$ cat config.mk
export PLATFORM = sky130hd
export DESIGN_NAME = irq_nest_ctrl
export DESIGN_NICKNAME = d
export VERILOG_FILES = /design/src/rtl/irq_pkg.sv /design/src/rtl/pc_save_stack.sv /design/src/rtl/irq_nest_ctrl.sv
export SDC_FILE = /design/constraint.sdc
export NUM_CORES = 1
export LEC_CHECK = 0
export ABC_CLOCK_PERIOD_IN_PS = 6850
export CORE_MARGIN = 1
export CORE_UTILIZATION = 55
export DETAILED_ROUTE_END_ITERATION = 10
export PLACE_DENSITY = 0.83
export SYNTH_ARGS = -nofsm -noshare
export SYNTH_HDL_FRONTEND = slang
export SYNTH_SLANG_ARGS = --single-unit
$ cat constraint.sdc
create_clock -name clk -period 6.85 [get_ports clk]
set_input_delay 1.37 -clock clk [delete_from_list [all_inputs] [get_ports clk]]
set_output_delay 1.37 -clock clk [all_outputs]
set_load 0.05 [all_outputs]
$ cat src/rtl/irq_pkg.sv
`default_nettype none
// ============================================================================
//  Module      : irq_pkg
//  Description : Shared defaults, level type and vector-address helper for the
//                nested interrupt sequencer (irq_nest_ctrl, pc_save_stack).
//  Revision    : 1.0 - initial release
// ============================================================================
package irq_pkg;

    localparam int          NUM_IRQ_DEF    = 3;
    localparam int          ADDR_W_DEF     = 32;
    localparam logic [31:0] VEC_BASE_DEF   = 32'h0000_3038;
    localparam logic [31:0] VEC_STRIDE_DEF = 32'h0000_0038;

    // Level encoding: 0 = user code, k+1 = handler k running.
    localparam int LEVEL_W = $clog2(NUM_IRQ_DEF + 1);
    typedef logic [LEVEL_W-1:0] level_t;

    // Vector address of line idx: base + idx * stride.
    function automatic logic [31:0] vec_addr(input logic [31:0] base,
                                             input logic [31:0] stride,
                                             input logic [31:0] idx);
        return base + stride * idx;
    endfunction

endpackage : irq_pkg
`default_nettype wire

$ cat src/rtl/pc_save_stack.sv
`default_nettype none
// ============================================================================
//  Module      : pc_save_stack
//  Description : LIFO holding the PCs of preempted contexts.
//                Ports: clk, rst_n (async, active-low), push/push_data write
//                the entry at sp and increment sp; pop decrements sp;
//                top_data is the entry at sp-1 (combinational).
//                The caller never pushes when full nor pops when empty.
//  Revision    : 1.0 - initial release
// ============================================================================
module pc_save_stack #(
    parameter int DEPTH  = 3,
    parameter int ADDR_W = 32
) (
    input  logic              clk,
    input  logic              rst_n,
    input  logic              push,
    input  logic              pop,
    input  logic [ADDR_W-1:0] push_data,
    output logic [ADDR_W-1:0] top_data
);

    localparam int SP_W  = $clog2(DEPTH + 1);
    localparam int IDX_W = (DEPTH > 1) ? $clog2(DEPTH) : 1;

    logic [ADDR_W-1:0] mem [DEPTH];
    logic [SP_W-1:0]   sp;
    logic [SP_W-1:0]   sp_m1;

    assign sp_m1    = sp - 1'b1;
    assign top_data = (sp == '0) ? '0 : mem[sp_m1[IDX_W-1:0]];

    // Pointer is the only state that needs reset; contents are don't-care.
    always_ff @(posedge clk or negedge rst_n) begin
        if (!rst_n) begin
            sp <= '0;
        end else if (pop) begin
            sp <= sp_m1;
        end else if (push) begin
            sp <= sp + 1'b1;
        end
    end

    always_ff @(posedge clk) begin
        if (push && !pop) begin
            mem[sp[IDX_W-1:0]] <= push_data;
        end
    end

endmodule : pc_save_stack
`default_nettype wire

$ cat src/rtl/irq_nest_ctrl.sv
`default_nettype none
// ============================================================================
//  Module      : irq_nest_ctrl
//  Description : Nested interrupt sequencer between PC-select and fetch.
//                Highest irq_req index wins; accepted interrupts push pc_seq
//                and redirect to their vector, irq_done pops and resumes.
//                Ports: clk, rst_n, irq_req, irq_en, irq_done, pc_seq in;
//                pc_next (comb), irq_active, cur_level, take_pulse,
//                ret_pulse, stk_err out.
//                Optional macro IRQ_LATCH_EN: rising edges on irq_req are
//                captured in a pending register used for take evaluation.
//                Vector arithmetic is 32-bit, truncated/extended to ADDR_W.
//  Revision    : 1.0 - initial release
// ============================================================================
module irq_nest_ctrl
    import irq_pkg::*;
#(
    parameter int          NUM_IRQ    = NUM_IRQ_DEF,
    parameter int          ADDR_W     = ADDR_W_DEF,
    parameter logic [31:0] VEC_BASE   = VEC_BASE_DEF,
    parameter logic [31:0] VEC_STRIDE = VEC_STRIDE_DEF
) (
    input  logic                           clk,
    input  logic                           rst_n,
    input  logic [NUM_IRQ-1:0]             irq_req,
    input  logic                           irq_en,
    input  logic                           irq_done,
    input  logic [ADDR_W-1:0]              pc_seq,
    output logic [ADDR_W-1:0]              pc_next,
    output logic [NUM_IRQ-1:0]             irq_active,
    output logic [$clog2(NUM_IRQ+1)-1:0]   cur_level,
    output logic                           take_pulse,
    output logic                           ret_pulse,
    output logic                           stk_err
);

    localparam int LVL_W = $clog2(NUM_IRQ + 1);

    logic [NUM_IRQ-1:0] req_src;
    logic [NUM_IRQ-1:0] req_eval;
    logic               p_found;
    logic [LVL_W-1:0]   p_idx;
    logic [LVL_W-1:0]   p_lvl;
    logic               take;
    logic               ret;
    logic [LVL_W-1:0]   clr_idx;
    logic [NUM_IRQ-1:0] active_after;
    logic [LVL_W-1:0]   lvl_after;
    logic [ADDR_W-1:0]  vec_pc;
    logic [ADDR_W-1:0]  stack_top;

`ifdef IRQ_LATCH_EN
    logic [NUM_IRQ-1:0] req_d;
    logic [NUM_IRQ-1:0] pending;
    logic [NUM_IRQ-1:0] take_mask;

    always_comb begin
        take_mask = '0;
        if (take) begin
            take_mask[p_idx] = 1'b1;
        end
    end

    // An edge on a live line is held here until its handler returns,
    // because the level check keeps it from being taken before then.
    always_ff @(posedge clk or negedge rst_n) begin
        if (!rst_n) begin
            req_d   <= '0;
            pending <= '0;
        end else begin
            req_d   <= irq_req;
            pending <= (pending | (irq_req & ~req_d)) & ~take_mask;
        end
    end

    assign req_src = pending;
`else
    assign req_src = irq_req;
`endif

    assign req_eval = irq_en ? req_src : '0;

    // Highest set index wins: later iterations overwrite earlier ones.
    always_comb begin
        p_found = 1'b0;
        p_idx   = '0;
        for (int k = 0; k < NUM_IRQ; k++) begin
            if (req_eval[k]) begin
                p_found = 1'b1;
                p_idx   = LVL_W'(k);
            end
        end
    end

    assign p_lvl = p_idx + 1'b1;

    // rst_n gating keeps the pulses low and pc_next = pc_seq while in reset.
    assign ret  = rst_n && irq_done && (cur_level != '0);
    assign take = rst_n && !ret && p_found && (p_lvl > cur_level);

    // Level after a return: highest handler still live, or user level.
    assign clr_idx = cur_level - 1'b1;
    always_comb begin
        active_after          = irq_active;
        active_after[clr_idx] = 1'b0;
        lvl_after             = '0;
        for (int k = 0; k < NUM_IRQ; k++) begin
            if (active_after[k]) begin
                lvl_after = LVL_W'(k + 1);
            end
        end
    end

    assign vec_pc = ADDR_W'(vec_addr(VEC_BASE, VEC_STRIDE, 32'(p_idx)));

    always_comb begin
        if (ret) begin
            pc_next = stack_top;
        end else if (take) begin
            pc_next = vec_pc;
        end else begin
            pc_next = pc_seq;
        end
    end

    assign take_pulse = take;
    assign ret_pulse  = ret;

    pc_save_stack #(
        .DEPTH  (NUM_IRQ),
        .ADDR_W (ADDR_W)
    ) u_stack (
        .clk       (clk),
        .rst_n     (rst_n),
        .push      (take),
        .pop       (ret),
        .push_data (pc_seq),
        .top_data  (stack_top)
    );

    always_ff @(posedge clk or negedge rst_n) begin
        if (!rst_n) begin
            irq_active <= '0;
            cur_level  <= '0;
            stk_err    <= 1'b0;
        end else begin
            if (ret) begin
                irq_active <= active_after;
                cur_level  <= lvl_after;
            end else if (take) begin
                irq_active[p_idx] <= 1'b1;
                cur_level         <= p_lvl;
            end
            if (irq_done && (cur_level == '0)) begin
                stk_err <= 1'b1;
            end
        end
    end

endmodule : irq_nest_ctrl
`default_nettype wire
==> results by group <==
Synth
  • Yosys warnings: 0
  • Net Count, Synth: between 300 and 400
  • Synthesis-stage register bit count: between 100 and 150
  • Netlist Area Pre-Place: around 4400 µm²
  • Sequential area share after synthesis: 0.695
  • Syn avg cell area: between 10 and 15 µm²
  • Post-Syn Instances: ~300
  • Cell variety after synth: 35

Worst hold path
  • Hold path startpoint: stk_err
  • Hold Crit Depth: 1
  • Min-Delay Endpoint: stk_err
  • Min-delay worst type: register to register

Critical path
  • Req. time, crit path: 5.48 ns
  • Reg2Reg Launch Point: cur_level[1]
  • Critical Path AT: between 4 and 5 ns
  • CP endpoint kind: output pin
  • Crit start category: input port
  • R2r endpoint: u_stack.mem[0][19]
  • CP Cell Sequence: clkdlybuf4s50_1, o21ai_1, inv_1, ha_1, a21bo_1, a221o_1, nor2_1, a221o_1, clkdlybuf4s50_1
  • CP max FO: 8
  • Register-to-Register Path Depth: 7
  • Crit path max-delay cell type: clkdlybuf4s50_1
  • CP max stage delay: between 0.8 and 0.9 ns
  • Worst setup path category: input port to output pin
  • Reg2reg setup slack: 3.88 ns

Placed design
  • Port bufs: 78
  • DP HPWL: 5430 µm
  • GPL Wtd Cong: between 0.8 and 0.9

Detailed routing
  • Post-DR wirelength/cell: 17.6 µm
  • Pre-Repair DR Iteration Count: 4
  • Total Wirelength: approximately 8600 µm
  • Via Count: about 2800
  • 1st-iter DRT viols: 125
  • Remaining DRCs: 0
  • Post-DRT Antenna Nets: 0
  • DR vias/cell: about 5.7

Outcome
  • Status: completed

Floorplan
  • Die Y: about 90 µm
  • Core Box Area: between 7000 and 8000 µm²
  • Io pins: 79
  • Die area: around 8400 µm²
  • Row Count: 32
  • Initial Utilization: 0.571
  • Die Wd: 91.8 µm

STA
  • Fin crit period: between 5 and 6 ns
  • Peak Freq: ~170 MHz
  • RSZ-0062 raised after global routing: no
  • Final setup violating endpoints: 0
  • Final Hold Fails: 0
  • Worst clock skew: 0.00651 ns
  • Setup TNS: 0 ns
  • Max transition margin: 0.291
  • Fin crit share: 0.863
  • Fin. max-slew vios: 0
  • WHS: 0.480 ns
  • Worst slew pin tran: ~1.1 ns

Final layout
  • Most frequent cells in the layout: edfxtp_1, clkdlybuf4s50_1, mux2i_1
  • Synth-to-Final Area Change: 23.7%
  • Antenna cells: 0
  • Commonest non-fill, non-tap cell in the layout: edfxtp_1
  • Layout Utilization: 0.706
  • Register area: 3080 µm²
  • Fill cells: 528
  • Multi-input logic area: between 1000 and 1500 µm²
  • Nets@finish: roughly 430
  • Layout cells sized above 1: 0.0698

Clock network
  • Worst skew pair latency: ~0.36 ns
  • Cts repair resizes: 0
  • Total CTS buffers: 9
  • CTS tree: done
  • Post-CTS setup repair buffer count: 0
  • Root Buffer Master: clkbuf_8
  • Clk buf depth: 2
  • CTS H-tree depth: 3
  • Clock transition at path regs: approximately 0.09 ns
  • # clock sinks: 104
  • Cts hold-fix bufs: 0

Global route
  • Gr usage total: 0.213
  • First-pass GRT wire length: 13500 µm
  • Vias in the first global route: approximately 2700
  • Initial antenna violation count: 0
  • Largest net degree at the start of global routing: between 60 and 70
  • Grt ovf: 0

Power
  • P_leak: slightly below 2 nW
  • Maximum VDD drop: around 250 µV
  • Power Density: approximately 410 nW/µm²

Job
  • Max-cap violations: 0
how the worst max path moves through the flow:
stage / end / startpoint / cells past startpoint
4_1_cts: pc_next[4] / rst_n / 7
5_1_grt: pc_next[27] / rst_n / 7
6_report: pc_next[4] / irq_req[2] / 9
3_5_place_dp: pc_next[4] / rst_n / 7
3_3_place_gp: pc_next[3] / irq_req[2] / 9
2_1_floorplan: pc_next[3] / irq_req[2] / 7
state kept, by name (all words and copies together), names as in the netlist:
signal and flops:
u_stack.sp 2, irq_active 3, cur_level 2, stk_err 1, u_stack.mem 96
power breakdown:
group | internal (mW) | switching (mW)
registers | 0.763 | 0.0387
logic | 0.363 | 0.708
clock network | 0.171 | 0.201
synth_stat cells (all sizes together):
library cell | count | area, µm²
inv | 11 | 41.3
a31o | 1 | 8.76
a21oi | 6 | 30.0
nand3 | 2 | 10.0
a21bo | 1 | 10.0
nand2 | 28 | 105
o2bb2ai | 25 | 219
a22o | 1 | 8.76
a221oi | 1 | 8.76
o211ai | 1 | 21.3
o22ai | 1 | 6.26
nand2b | 3 | 18.8
a221o | 4 | 40.0
a211oi | 7 | 52.6
ha | 5 | 62.6
clkbuf | 4 | 15.0
o21ai | 28 | 140
mux2 | 1 | 11.3
a2111oi | 1 | 8.76
buf | 15 | 81.3
xnor2 | 1 | 8.76
dfrtp | 8 | 200
nand3b | 1 | 7.51
and2 | 4 | 27.5
nor3 | 1 | 5.00
a211o | 2 | 17.5
o32a | 1 | 10.0
edfxtp | 96 | 2880
mux2i | 32 | 320
nor2 | 15 | 56.3
kinds of logic (layout without fill, tap and decap cells):
family / count (synthesis) / in the layout / synth area share
xor+xnor: 1 / 1 / 0.00197
buf+inv: 30 / 110 / 0.0310
compound gates: 80 / 80 / 0.131
mux: 33 / 33 / 0.0748
flops: 104 / 104 / 0.695
fa+ha+maj: 5 / 5 / 0.0141
simple gates: 54 / 54 / 0.0519
worst max-delay path: cells and delay by family:
family / cells / cell delay, ns
buffers and inverters: 3 / 1.33
AOI/OAI and AO/OA: 4 / 1.06
and+or+nand+nor: 1 / 0.48
adders and majority gates: 1 / 0.30
metrics by stage:
stage / cell area [µm²] / instances / power [mW] / setup slack, ns
global route: 5490 / 489 / 2.37 / 0.776
detailed placement: 5290 / 473 / 1.89 / 0.958
global placement: 5290 / 473 / 1.87 / 1.04
floorplan: 4440 / 307 / 1.59 / 1.66
CTS: 5490 / 489 / 2.26 / 0.953
finish: 5490 / 489 / 2.24 / 0.936
per-layer routing:
metal / share of wire / vias up / routed length (µm) / track usage
li1: - / 1323 / - / -
met1: 0.43 / 1355 / 3730 / 0.265
met2: 0.52 / 76 / 4470 / 0.372
met3: 0.033 / 10 / 287 / 0.0406
met4: 0.015 / 0 / 127 / 0.0781
met5: 0 / - / 0 / 0
final cells by class:
type / count / area share
clock inverter: 6 / 0.0125
sequential: 104 / 0.562
timing repair buffer: 83 / 0.149
tap: 102 / 0.0233
clock buffer: 10 / 0.0233
multi-input combinational: 173 / 0.222
inverter: 11 / 0.00753
No activity file was read; power rests on OpenSTA's default activity.
